<file path="config.mk">
export PLATFORM = sky130hd
export DESIGN_NAME = alu_rand_stim_gen
export DESIGN_NICKNAME = d
export VERILOG_FILES = /design/src/rtl/alu_stim_pkg.sv /design/src/rtl/alu_stim_lfsr.sv /design/src/rtl/alu_rand_stim_gen.sv
export SDC_FILE = /design/constraint.sdc
export NUM_CORES = 1
export LEC_CHECK = 0
export ABC_AREA = 1
export CAP_MARGIN = 20
export CORE_MARGIN = 2
export CORE_UTILIZATION = 40
export DETAILED_ROUTE_END_ITERATION = 12
export DONT_BUFFER_PORTS = 1
export PLACE_DENSITY_LB_ADDON = 0.05
export SYNTH_ARGS = -nofsm -noshare
export SYNTH_HDL_FRONTEND = slang
export SYNTH_SLANG_ARGS = --single-unit
</file>
<file path="constraint.sdc">
create_clock -name clk -period 6.2 [get_ports clk]
set_clock_uncertainty 0.05 [all_clocks]
set_input_delay 0.31 -clock clk [delete_from_list [all_inputs] [get_ports clk]]
set_output_delay 0.31 -clock clk [all_outputs]
set_load 0.02 [all_outputs]
</file>
<file path="src/rtl/alu_stim_pkg.sv">
// Shared types, constants and helpers for the ALU random stimulus generator.
package alu_stim_pkg;

    typedef enum logic [2:0] {
        and_op  = 3'd0,
        or_op   = 3'd1,
        add_op  = 3'd2,
        sub_op  = 3'd3,
        op_cor  = 3'd4,
        crc_cor = 3'd5,
        ctl_cor = 3'd6,
        rst_op  = 3'd7
    } operation_t;

    typedef enum logic [1:0] {ZERO, ONES, RAND} data_class_t;

    typedef enum logic [2:0] {IDLE, GEN_OP, GEN_A, GEN_B, OFFER, GAP, DONE} stim_state_t;

    localparam logic [31:0] LFSR_POLY = 32'h8020_0003;

    // Corner-case weighting: 00 -> zeros, 11 -> ones, the other half random.
    function automatic data_class_t class_of(input logic [1:0] top);
        case (top)
            2'b00:   class_of = ZERO;
            2'b11:   class_of = ONES;
            default: class_of = RAND;
        endcase
    endfunction

    // idx if enabled, else the nearest enabled op above it, wrapping at 8.
    function automatic operation_t pick_op(input logic [7:0] en, input logic [2:0] idx);
        logic [2:0] k;
        pick_op = operation_t'(idx);
        for (int d = 7; d >= 0; d--) begin
            k = idx + 3'(d);
            if (en[k]) pick_op = operation_t'(k);
        end
    endfunction

    function automatic logic [31:0] lfsr_step(input logic [31:0] s);
        return {s[30:0], 1'b0} ^ (s[31] ? LFSR_POLY : 32'h0);
    endfunction

endpackage

</file>
<file path="src/rtl/alu_stim_lfsr.sv">
// Loadable 32-bit Galois LFSR; a zero seed is replaced by SEED so the state never locks up.
module alu_stim_lfsr
    import alu_stim_pkg::*;
#(
    parameter logic [31:0] SEED = 32'hACE1_2021
) (
    input  logic        clk,
    input  logic        rst,
    input  logic        i_step,
    input  logic        i_load,
    input  logic [31:0] i_seed,
    output logic [31:0] o_state
);

    logic [31:0] r_state;

    // NOTE: sequential state is only ever assigned with <= so every flop samples pre-edge values.
    always_ff @(posedge clk or posedge rst) begin
        if (rst) begin
            r_state <= SEED;
        end else if (i_load) begin
            r_state <= (i_seed == 32'h0) ? SEED : i_seed;
        end else if (i_step) begin
            r_state <= lfsr_step(r_state);
        end
    end

    assign o_state = r_state;

endmodule

</file>
<file path="src/rtl/alu_rand_stim_gen.sv">
// LFSR-driven generator of weighted ALU transactions (op, A, B) behind a valid/ready port.
// Define ALU_STIM_COV_EN to build the per-op handshake coverage counters.
module alu_rand_stim_gen
    import alu_stim_pkg::*;
#(
    parameter int          DATA_W     = 32,
    parameter int          CNT_W      = 16,
    parameter int          GAP_CYCLES = 500,
    parameter logic [31:0] LFSR_SEED  = 32'hACE1_2021
) (
    input  logic              clk,
    input  logic              rst,
    input  logic              start,
    input  logic              abort,
    input  logic [CNT_W-1:0]  num_txn,
    input  logic [7:0]        op_en,
    input  logic              seed_ld,
    input  logic [31:0]       seed,
    output logic              txn_valid,
    input  logic              txn_ready,
    output logic [2:0]        txn_op,
    output logic [DATA_W-1:0] txn_a,
    output logic [DATA_W-1:0] txn_b,
    output logic              busy,
    output logic              done,
    output logic              err,
    output logic [CNT_W-1:0]  txn_cnt,
    input  logic [2:0]        cov_sel,
    output logic [CNT_W-1:0]  cov_cnt
);

    localparam int WORDS = (DATA_W + 31) / 32;
    localparam int PAD_W = WORDS * 32;
    localparam int WCW   = (WORDS > 1) ? $clog2(WORDS) : 1;
    localparam int GAP_W = (GAP_CYCLES > 1) ? $clog2(GAP_CYCLES) : 1;

    localparam logic [WCW-1:0]   WORD_LAST = WCW'(WORDS - 1);
    localparam logic [GAP_W-1:0] GAP_LAST  = GAP_W'(GAP_CYCLES - 1);

    stim_state_t       r_state;
    stim_state_t       w_next;
    logic [7:0]        r_op_en;
    logic [CNT_W-1:0]  r_num_txn;
    logic [CNT_W-1:0]  r_txn_cnt;
    logic [WCW-1:0]    r_word;
    logic [GAP_W-1:0]  r_gap;
    data_class_t       r_cls;
    operation_t        r_op;
    logic [PAD_W-1:0]  r_a_full;
    logic [PAD_W-1:0]  r_b_full;
    logic              r_err;
    logic              r_done_zero;

    logic [31:0]       w_lfsr;
    logic              w_step;
    logic              w_load;
    logic              w_start;
    logic              w_hs;
    logic              w_word_last;
    logic [CNT_W-1:0]  w_cnt_inc;
    data_class_t       w_cls;
    logic [31:0]       w_word;
    logic [PAD_W+31:0] w_shift_a;
    logic [PAD_W+31:0] w_shift_b;

    alu_stim_lfsr #(
        .SEED    (LFSR_SEED)
    ) u_lfsr (
        .clk     (clk),
        .rst     (rst),
        .i_step  (w_step),
        .i_load  (w_load),
        .i_seed  (seed),
        .o_state (w_lfsr)
    );

    assign w_start     = (r_state == IDLE) && start && !seed_ld && !abort;
    assign w_hs        = (r_state == OFFER) && txn_ready;
    assign w_cnt_inc   = r_txn_cnt + 1'b1;
    assign w_word_last = (r_word == WORD_LAST);

    // The class is fixed by the first word of an operand and reused for the rest.
    assign w_cls = (r_word == '0) ? class_of(w_lfsr[31:30]) : r_cls;

    always_comb begin
        case (w_cls)
            ZERO:    w_word = 32'h0000_0000;
            ONES:    w_word = 32'hFFFF_FFFF;
            default: w_word = w_lfsr;
        endcase
    end

    // Words enter at the top and shift down, so after WORDS cycles the first word is the LSW.
    assign w_shift_a = {w_word, r_a_full};
    assign w_shift_b = {w_word, r_b_full};

    // NOTE: every always_comb output gets a default first, so no path can infer a latch.
    always_comb begin
        w_next = r_state;
        w_step = 1'b0;
        w_load = 1'b0;
        case (r_state)
            IDLE: begin
                if (seed_ld) begin
                    w_load = 1'b1;
                end else if (start && (op_en != 8'h00) && (num_txn != '0)) begin
                    w_next = GEN_OP;
                end
            end
            GEN_OP: begin
                w_step = 1'b1;
                w_next = GEN_A;
            end
            GEN_A: begin
                w_step = 1'b1;
                if (w_word_last) w_next = GEN_B;
            end
            GEN_B: begin
                w_step = 1'b1;
                if (w_word_last) w_next = OFFER;
            end
            OFFER: begin
                if (txn_ready) begin
                    if (w_cnt_inc == r_num_txn) w_next = DONE;
                    else if (GAP_CYCLES == 0)   w_next = GEN_OP;
                    else                        w_next = GAP;
                end
            end
            GAP: begin
                if (r_gap == GAP_LAST) w_next = GEN_OP;
            end
            DONE: begin
                w_next = IDLE;
            end
            default: begin
                w_next = IDLE;
            end
        endcase
        if (abort) begin
            w_next = IDLE;
            w_load = 1'b0;
        end
    end

    always_ff @(posedge clk or posedge rst) begin
        if (rst) begin
            r_state     <= IDLE;
            r_op_en     <= 8'h00;
            r_num_txn   <= '0;
            r_txn_cnt   <= '0;
            r_word      <= '0;
            r_gap       <= '0;
            r_cls       <= ZERO;
            r_op        <= and_op;
            r_a_full    <= '0;
            r_b_full    <= '0;
            r_err       <= 1'b0;
            r_done_zero <= 1'b0;
        end else begin
            r_state     <= w_next;
            r_done_zero <= w_start && (op_en != 8'h00) && (num_txn == '0);

            if (w_start) begin
                if (op_en == 8'h00) begin
                    r_err <= 1'b1;
                end else begin
                    r_err     <= 1'b0;
                    r_txn_cnt <= '0;
                    r_op_en   <= op_en;
                    r_num_txn <= num_txn;
                end
            end

            case (r_state)
                GEN_OP: begin
                    r_op   <= pick_op(r_op_en, w_lfsr[2:0]);
                    r_word <= '0;
                end
                GEN_A, GEN_B: begin
                    if (r_state == GEN_A) r_a_full <= w_shift_a[PAD_W+31:32];
                    else                  r_b_full <= w_shift_b[PAD_W+31:32];
                    r_cls  <= w_cls;
                    r_word <= w_word_last ? '0 : r_word + 1'b1;
                end
                OFFER: begin
                    r_gap <= '0;
                    if (txn_ready) r_txn_cnt <= w_cnt_inc;
                end
                GAP: begin
                    r_gap <= r_gap + 1'b1;
                end
                default: begin
                end
            endcase
        end
    end

`ifdef ALU_STIM_COV_EN
    logic [CNT_W-1:0] r_cov [8];

    // NOTE: the counter array is small and must read zero after reset, so it is reset like any flop.
    always_ff @(posedge clk or posedge rst) begin
        if (rst) begin
            for (int i = 0; i < 8; i++) r_cov[i] <= '0;
        end else if (w_start) begin
            for (int i = 0; i < 8; i++) r_cov[i] <= '0;
        end else if (w_hs && (r_cov[r_op] != '1)) begin
            r_cov[r_op] <= r_cov[r_op] + 1'b1;
        end
    end

    assign cov_cnt = r_cov[cov_sel];
`else
    logic w_cov_unused;
    assign w_cov_unused = ^cov_sel ^ w_hs;
    assign cov_cnt      = '0;
`endif

    assign txn_valid = (r_state == OFFER);
    assign txn_op    = r_op;
    assign txn_a     = r_a_full[DATA_W-1:0];
    assign txn_b     = r_b_full[DATA_W-1:0];
    assign busy      = (r_state != IDLE);
    assign done      = (r_state == DONE) || r_done_zero;
    assign err       = r_err;
    assign txn_cnt   = r_txn_cnt;

endmodule

</file>
==> key figures, run 1 <==
Die
  • Die Area: 0.0210 mm²
  • Initial Utilization: a little over 40%
  • Number of I/O pins: approximately 170
  • Row Count: about 50
  • Core Footprint: about 0.019 mm²
  • Die Width: 145 µm
  • Die H: 145 µm

Logic synthesis
  • Adder-Cell Fraction of Synth Area: 0.788%
  • Post-synthesis simple-gate area fraction: about a quarter
  • Top_reg_cell synth: dfrtp_1
  • Top cells by count, synth: nand2_1 (307), dfrtp_1 (142), inv_1 (87)
  • Mux share of post-synthesis cell area: approximately 3.8%
  • Most frequent cell after synthesis: nand2_1
  • Post-synthesis sequential area ratio: between 40% and 50%
  • Synth warnings: 0
  • Area of the mapped netlist: around 0.0079 mm²
  • Xor and xnor fraction of the mapped netlist area: under 10%
  • Yosys cell types: 36
  • Main combinational cell family by area after synthesis: simple AND/OR/NAND/NOR gates
  • Yosys top cell by area: dfrtp_1
  • Syn Area/Cell: between 7 and 8 µm²
  • Post-synth top area share: ~45%
  • EDFF count, synth: 0
  • Compound-gate portion of the synthesized area: between 10 and 15%
  • FF+latch count, synth: 153
  • Synthesized instance count: between 900 and 1,000
  • Asr flop ratio synth: between 90% and 100%
  • Largest cells by area after synthesis: dfrtp_1 (45%), nand2_1 (15%), nand3_1 (4.5%)

Worst setup path
  • Critical path's slowest cell: a21oi_4
  • Critical path's largest stage delay: 0.70 ns
  • Worst Path Buf+Inv: 4
  • CP max FO: 34
  • Worst Path Arrival: 3.21 ns
  • Critical Path Source Type: flop
  • Req. time, crit path: roughly 6.5 ns
  • Cell family with most CP delay: compound AO/OA/AOI/OAI gates
  • WS Path Type: reg2reg
  • Crit path top cell by count: inv_2
  • Critical path origin: r_state[0]
  • Reg-to-Reg Start: r_state[0]
  • Critical Path Sink Type: flop
  • Crit-path cells: nor2_2, inv_2, nor2_2, inv_2, nor2_2, nand3_2, a21oi_4, inv_2, nand2_2, inv_2, a32o_1

Power and ir drop
  • Leak: about 4.3 nW
  • Sw Ratio: 47.1%
  • Comb pwr share: roughly two fifths
  • Clock power share: between 10% and 20%
  • Psw: between 2 and 2.5 mW
  • Max VDD drop: about 0.25 mV
  • Sequential Power Share: around two fifths
  • Internal power: between 2 and 3 mW
  • PD cells: 580 mW/mm²

Route
  • Via count: 6,584
  • DRT antenna net count: 0
  • Drt via density: about 5.1
  • Drt pass-1 iters: 5
  • Routed WL: 22,000 µm
  • Initial DRC count: 480
  • Wire length per cell: 16.9 µm
  • DRC Markers: 0

Clock tree
  • TritonCTS clock tree: yes
  • Clk sinks: 153
  • CTS Buf Count: 17
  • Post_cts resized: 0
  • Clock Latency Late Sink: 0.42 ns
  • Post-CTS setup buffers: 0
  • # H-tree levels: 4
  • Worst-path clk slew: 0.06 ns
  • CTS max path bufs: 2
  • Clock root buffer: clkbuf_16

Global routing
  • Grt total ovfl: 0
  • All-Layer GR Usage: between 20 and 25%
  • Largest net degree at the start of global routing: 99
  • Global-route wire length before repair: 35,200 µm
  • Initial antenna violation count: 0
  • Vias in the first global route: about 6,500

Worst hold path
  • Worst hold path class: in2reg
  • Hold_sp: abort

Timing
  • Worst-Margin Slew: around 0.93 ns
  • Slew Limit Fails: 0
  • Final setup violation count: 0
  • Unrepaired setup endpoints after global routing: false
  • Final WS setup: 3.25 ns
  • Period Utilization, post-route: a little under half
  • Max-slew headroom: between 30% and 40%
  • Max Fclk: about 0.34 GHz
  • Setup TNS: 0 ns
  • Final hold violations: 0
  • WHS: around 0.015 ns
  • Post-layout min period: roughly 3.0 ns

Finish
  • Antenna cells: 0
  • Design area: between 0.009 and 0.01 mm²
  • Share of cells above drive strength 1: 9.30%
  • Fin cells: about 1,300
  • Area growth syn-to-layout: 14.7%
  • Final #Nets: between 1,000 and 1,500

Placement
  • Dpl cell area: between 0.008 and 0.009 mm²
  • Final GP Congestion: 0.859
  • PortBufs: 0
  • Dpl hpwl: approximately 15,000 µm
  • Placed Instances: around 1,200
  • Place WS: 3.24 ns

Flow run
  • Max-cap violation count: 0

Run status
  • Outcome: completed
## area by class of cell
class	count	area, µm²
fillers	1984	10400
flip-flops and latches	153	3840
multi-input cells	701	3490
repair buffers	50	498
clock buffers	19	443
inverters	96	365
well taps	265	332
clock inverters	13	134
## routing by layer
metal  wire, µm  share of wire [%]  GRT usage, %
met4        415                1.9          7.36
met3       1490                6.8          6.48
met1      10400                 47          30.2
met5          0                  0             0
met2       9650                 44          32.3
## stage by stage
| step | power (mW) | util (%) |
|---|---|---|
| global placement | 4.23 | 41.5 |
| floorplan | 3.71 | - |
| finish | 5.28 | 46.8 |
| global route | 5.78 | 46.8 |
| detailed placement | 4.24 | 41.5 |
| CTS | 5.33 | 46.7 |
## worst register-to-register path, cell delays in order (launching register included)
cell,delay [ns]
dfrtp_1,0.41
nor2_2,0.14
inv_2,0.05
nor2_2,0.11
inv_2,0.10
nor2_2,0.12
nand3_2,0.12
a21oi_4,0.70
inv_2,0.34
nand2_2,0.37
inv_2,0.11
a32o_1,0.22
## registers in the layout, summed over array words and instances (netlist names), 8 cells and up
signal,count
txn_cnt,16
u_lfsr.o_state,32
txn_a,32
r_op_en,8
r_num_txn,16
r_gap,9
txn_b,32
## kinds of logic after synthesis
kind of cell | count (synthesis)
and+or+nand+nor | 483
AOI/OAI and AO/OA | 157
buffers and inverters | 155
DFF | 153
muxes | 27
xor gates and xnor gates | 13
adders and majority gates | 5
other | 1
## cells in the final DEF, fill, tap and decap left out, drive strengths merged
master,n
nand2,308
dfrtp,142
inv,103
nand3,72
o21ai,71
nor2,61
dlygate4sd3,44
a21oi,33
mux2,27
o22ai,22
a31oi,20
clkbuf,19
conb,16
nor3,15
nor4,14
nand4,12
dfstp,11
xor2,9
buf,6
o21a,5
ha,5
xnor3,3
clkinvlp,3
o211ai,2
clkinv,2
o32ai,1
and2,1
a32o,1
o21bai,1
xnor2,1
o221a,1
bufinv,1
## path summary, 6_finish.rpt
kind,to,slack (ns),cells after the start
worst min register to register,r_gap[4],0.45,1
worst max register to register,txn_cnt[1],3.25,11
max in group asynchronous,txn_b[26],4.28,3
min in group asynchronous,txn_b[14],0.52,2
worst min-delay path,r_state[2],0.02,3
worst max-delay path,txn_cnt[1],3.25,11
## repair_timing
item | 4_1_cts | 5_1_grt
endpoints found under the hold margin | 135 | 0
setup endpoints to repair | 0 | 0
hold buffers | 44 | 0
## power groups by stage
stage / Clock (mW) / Combinational (mW) / Sequential [mW]
floorplan: 0 / 1.70 / 2.01
global route: 1.11 / 2.44 / 2.23
detailed placement: 0 / 2.07 / 2.17
CTS: 1.06 / 2.10 / 2.16
global placement: 0 / 2.06 / 2.17
finish: 1.03 / 2.09 / 2.16
Note: power is estimated with default switching activity, not from simulation.
==> run 2, diff against run 1 <==
- clock period: 6.2 -> 2.61 ns (I/O delays scaled with it)
==> run 2 against run 1 <==
Utilization is 1.8 points higher. Combinational power grew to 2.5 times the previous value. Via count is 2.7% higher. Sequential cell count stayed put. Register-to-register slack worse by 2.9 ns. Non-clock buffer count is 36 higher. Global-route usage is 0.47 points higher. Sequential share of layout area is 1.6 points lower.
==> key figures, run 2 (synthesized netlist as in run 1, its figures left out) <==
Clock tree
  • Cts hold-fix bufs: 61 (+39%)
  • # H-tree levels: 4 (unchanged)
  • TritonCTS clock tree: yes
  • CTS Buf Count: 17 (unchanged)
  • CTS max path bufs: 2 (unchanged)
  • Clock Latency Late Sink: 0.43 ns (about the same)
  • Post-CTS setup buffers: 0 (unchanged)
  • Post_cts resized: 0 (unchanged)
  • Worst-path clk slew: 0.06 ns (about the same)
  • Clk sinks: 153 (unchanged)
  • Clock root buffer: clkbuf_16

Worst setup path
  • Critical Path Sink Type: flop
  • WS Path Type: reg2reg
  • R2R depth: 13 (+2)
  • Crit path to: r_state[0]
  • Critical path origin: txn_cnt[1]
  • Critical Path Source Type: flop
  • CP max FO: 5 (-85%)
  • Worst Path Arrival: 2.57 ns (-0.64 ns)
  • RR Endpoint: r_state[0]
  • R2r setup slk: 0.31 ns (-2.94 ns)
  • Reg-to-Reg Start: txn_cnt[1]
  • Req. time, crit path: 2.87 ns (-3.59 ns)

Flow run
  • Max-cap violation count: 0 (unchanged)

Finish
  • Area growth syn-to-layout: 19.1%
  • Share of cells above drive strength 1: 10.8% (+1.5 points)
  • Antenna cells: 0 (unchanged)
  • Commonest non-fill, non-tap cell in the layout: nand2_1
  • Multi-input gate area: 0.00349 mm² (unchanged)
  • Register area: 0.00384 mm² (unchanged)
  • Filler cells: 1,964 (-1.0%)
  • Final #Nets: 1,125 (+3.3%)
  • Most frequent cells in the layout: nand2_1 (307), dfrtp_1 (142), inv_1 (86)

Die
  • Core Footprint: 0.0195 mm² (unchanged)
  • Row Count: 51 (unchanged)
  • Initial Utilization: 40.8% (unchanged)
  • Number of I/O pins: 168 (unchanged)
  • Die H: 145 µm (unchanged)
  • Die Width: 145 µm (unchanged)
  • Die Area: 0.0210 mm² (unchanged)

Timing
  • Period Utilization, post-route: 88.2% (+41 points)
  • Setup TNS: 0 ns (unchanged)
  • Worst-Margin Slew: 0.692 ns (-0.242 ns)
  • Final hold violations: 0 (unchanged)
  • Max-slew headroom: 53.5% (+16 points)
  • Post-layout min period: 2.30 ns (-0.649 ns)
  • Slew Limit Fails: 0 (unchanged)
  • Unrepaired setup endpoints after global routing: false
  • Max Fclk: 0.435 GHz (+28%)
  • Final setup violation count: 0 (unchanged)
  • Final WS setup: 0.309 ns (-2.94 ns)

Global routing
  • Global-route wire length before repair: 35,800 µm (+1.7%)
  • Largest net degree at the start of global routing: 60 (-39%)
  • Grt total ovfl: 0 (unchanged)
  • Vias in the first global route: 6,785 (+4.9%)
  • All-Layer GR Usage: 22.2% (+0.47 points)
  • Initial antenna violation count: 0 (unchanged)

Power and ir drop
  • Total power: 12.8 mW (+140%)
  • Max VDD drop: 0.523 mV (+110%)
  • PD cells: 1350 mW/mm² (+130%)
  • Leak: 4.49 nW (+4.1%)

Route
  • DRC Markers: 0 (unchanged)
  • Wire length per cell: 16.9 µm (-0.34%)
  • Routed WL: 22,500 µm (+2.4%)
  • DRT antenna net count: 0 (unchanged)
  • Drt pass-1 iters: 5 (unchanged)
  • Via count: 6,762 (+2.7%)
  • Initial DRC count: 510 (+6.3%)
  • Drt via density: 5.07 (about the same)

Placement
  • Final GP Congestion: 0.856 (-0.31%)
  • Place WS: 0.296 ns (-2.95 ns)
  • Dpl hpwl: 15,400 µm (+2.9%)
  • PortBufs: 0 (unchanged)

Worst hold path
  • Hold_sp: start
  • Worst hold path class: in2reg

Run status
  • Outcome: completed
-- run 2: changes by cell type in the layout (fill, tap and decap cells not counted), sizes merged --
cell | before | now
buf | 6 | 25
clkbuf | 19 | 18
dlygate4sd3 | 44 | 61
inv | 103 | 104
-- run 2: where the power goes --
| group | total, mW | internal (mW) | switching, mW |
|---|---|---|---|
| Sequential | 5.03 | 3.48 | 1.55 |
| Clock | 2.46 | 1.35 | 1.10 |
| Combinational | 5.28 | 1.95 | 3.33 |
-- run 2: layer usage --
| layer | GRT usage [%] | part of all wire (%) | vias to the layer above |
|---|---|---|---|
| li1 | - | - | 3356 |
| met1 | 31.1 | 47 | 3227 |
| met2 | 34.1 | 45 | 154 |
| met3 | 5.59 | 5.9 | 25 |
| met4 | 6.44 | 1.5 | 0 |
| met5 | 0 | 0 | - |
-- run 2: stage by stage --
stage          instance area [µm²]  hold WS [ns]  util, %  std cells
3_5_place_dp                  8270        0.0568     42.5       1240
6_report                      9460       0.00744     48.6       1333
4_1_cts                       9460        0.0186     48.6       1333
3_3_place_gp                  8270        0.0598     42.5       1240
5_1_grt                       9460        0.0410     48.6       1333
2_1_floorplan                 8000         0.197        -       1009
-- run 2: worst max-delay path: stages, from the launching register on --
cell     delay (ns)
dfrtp_1        0.51
ha_1           0.31
nand2_1        0.11
nor2_2         0.22
nand3_1        0.11
nand2_1        0.13
xor2_1         0.15
nand3_1        0.08
nor2_1         0.20
nand3_1        0.11
nand2_1        0.07
nand2_1        0.04
nand2_1        0.05
nand2_1        0.05
-- run 2: how the worst min path moves through the flow --
stage	to	slack, ns	cells past startpoint
2_1_floorplan	r_num_txn[0]	0.20	2
3_3_place_gp	txn_op[0]	0.06	1
3_5_place_dp	txn_op[0]	0.06	1
4_1_cts	r_state[1]	0.02	4
5_1_grt	r_state[2]	0.04	4
6_report	r_state[2]	0.007	4
-- run 2: area by class of cell --
type / count / area share [%]
Inverter: 96 / 3.85
Multi-Input combinational cell: 701 / 36.9
Timing Repair Buffer: 86 / 8.97
Sequential cell: 153 / 40.6
Clock inverter: 14 / 1.57
Tap cell: 265 / 3.51
Clock buffer: 18 / 4.54
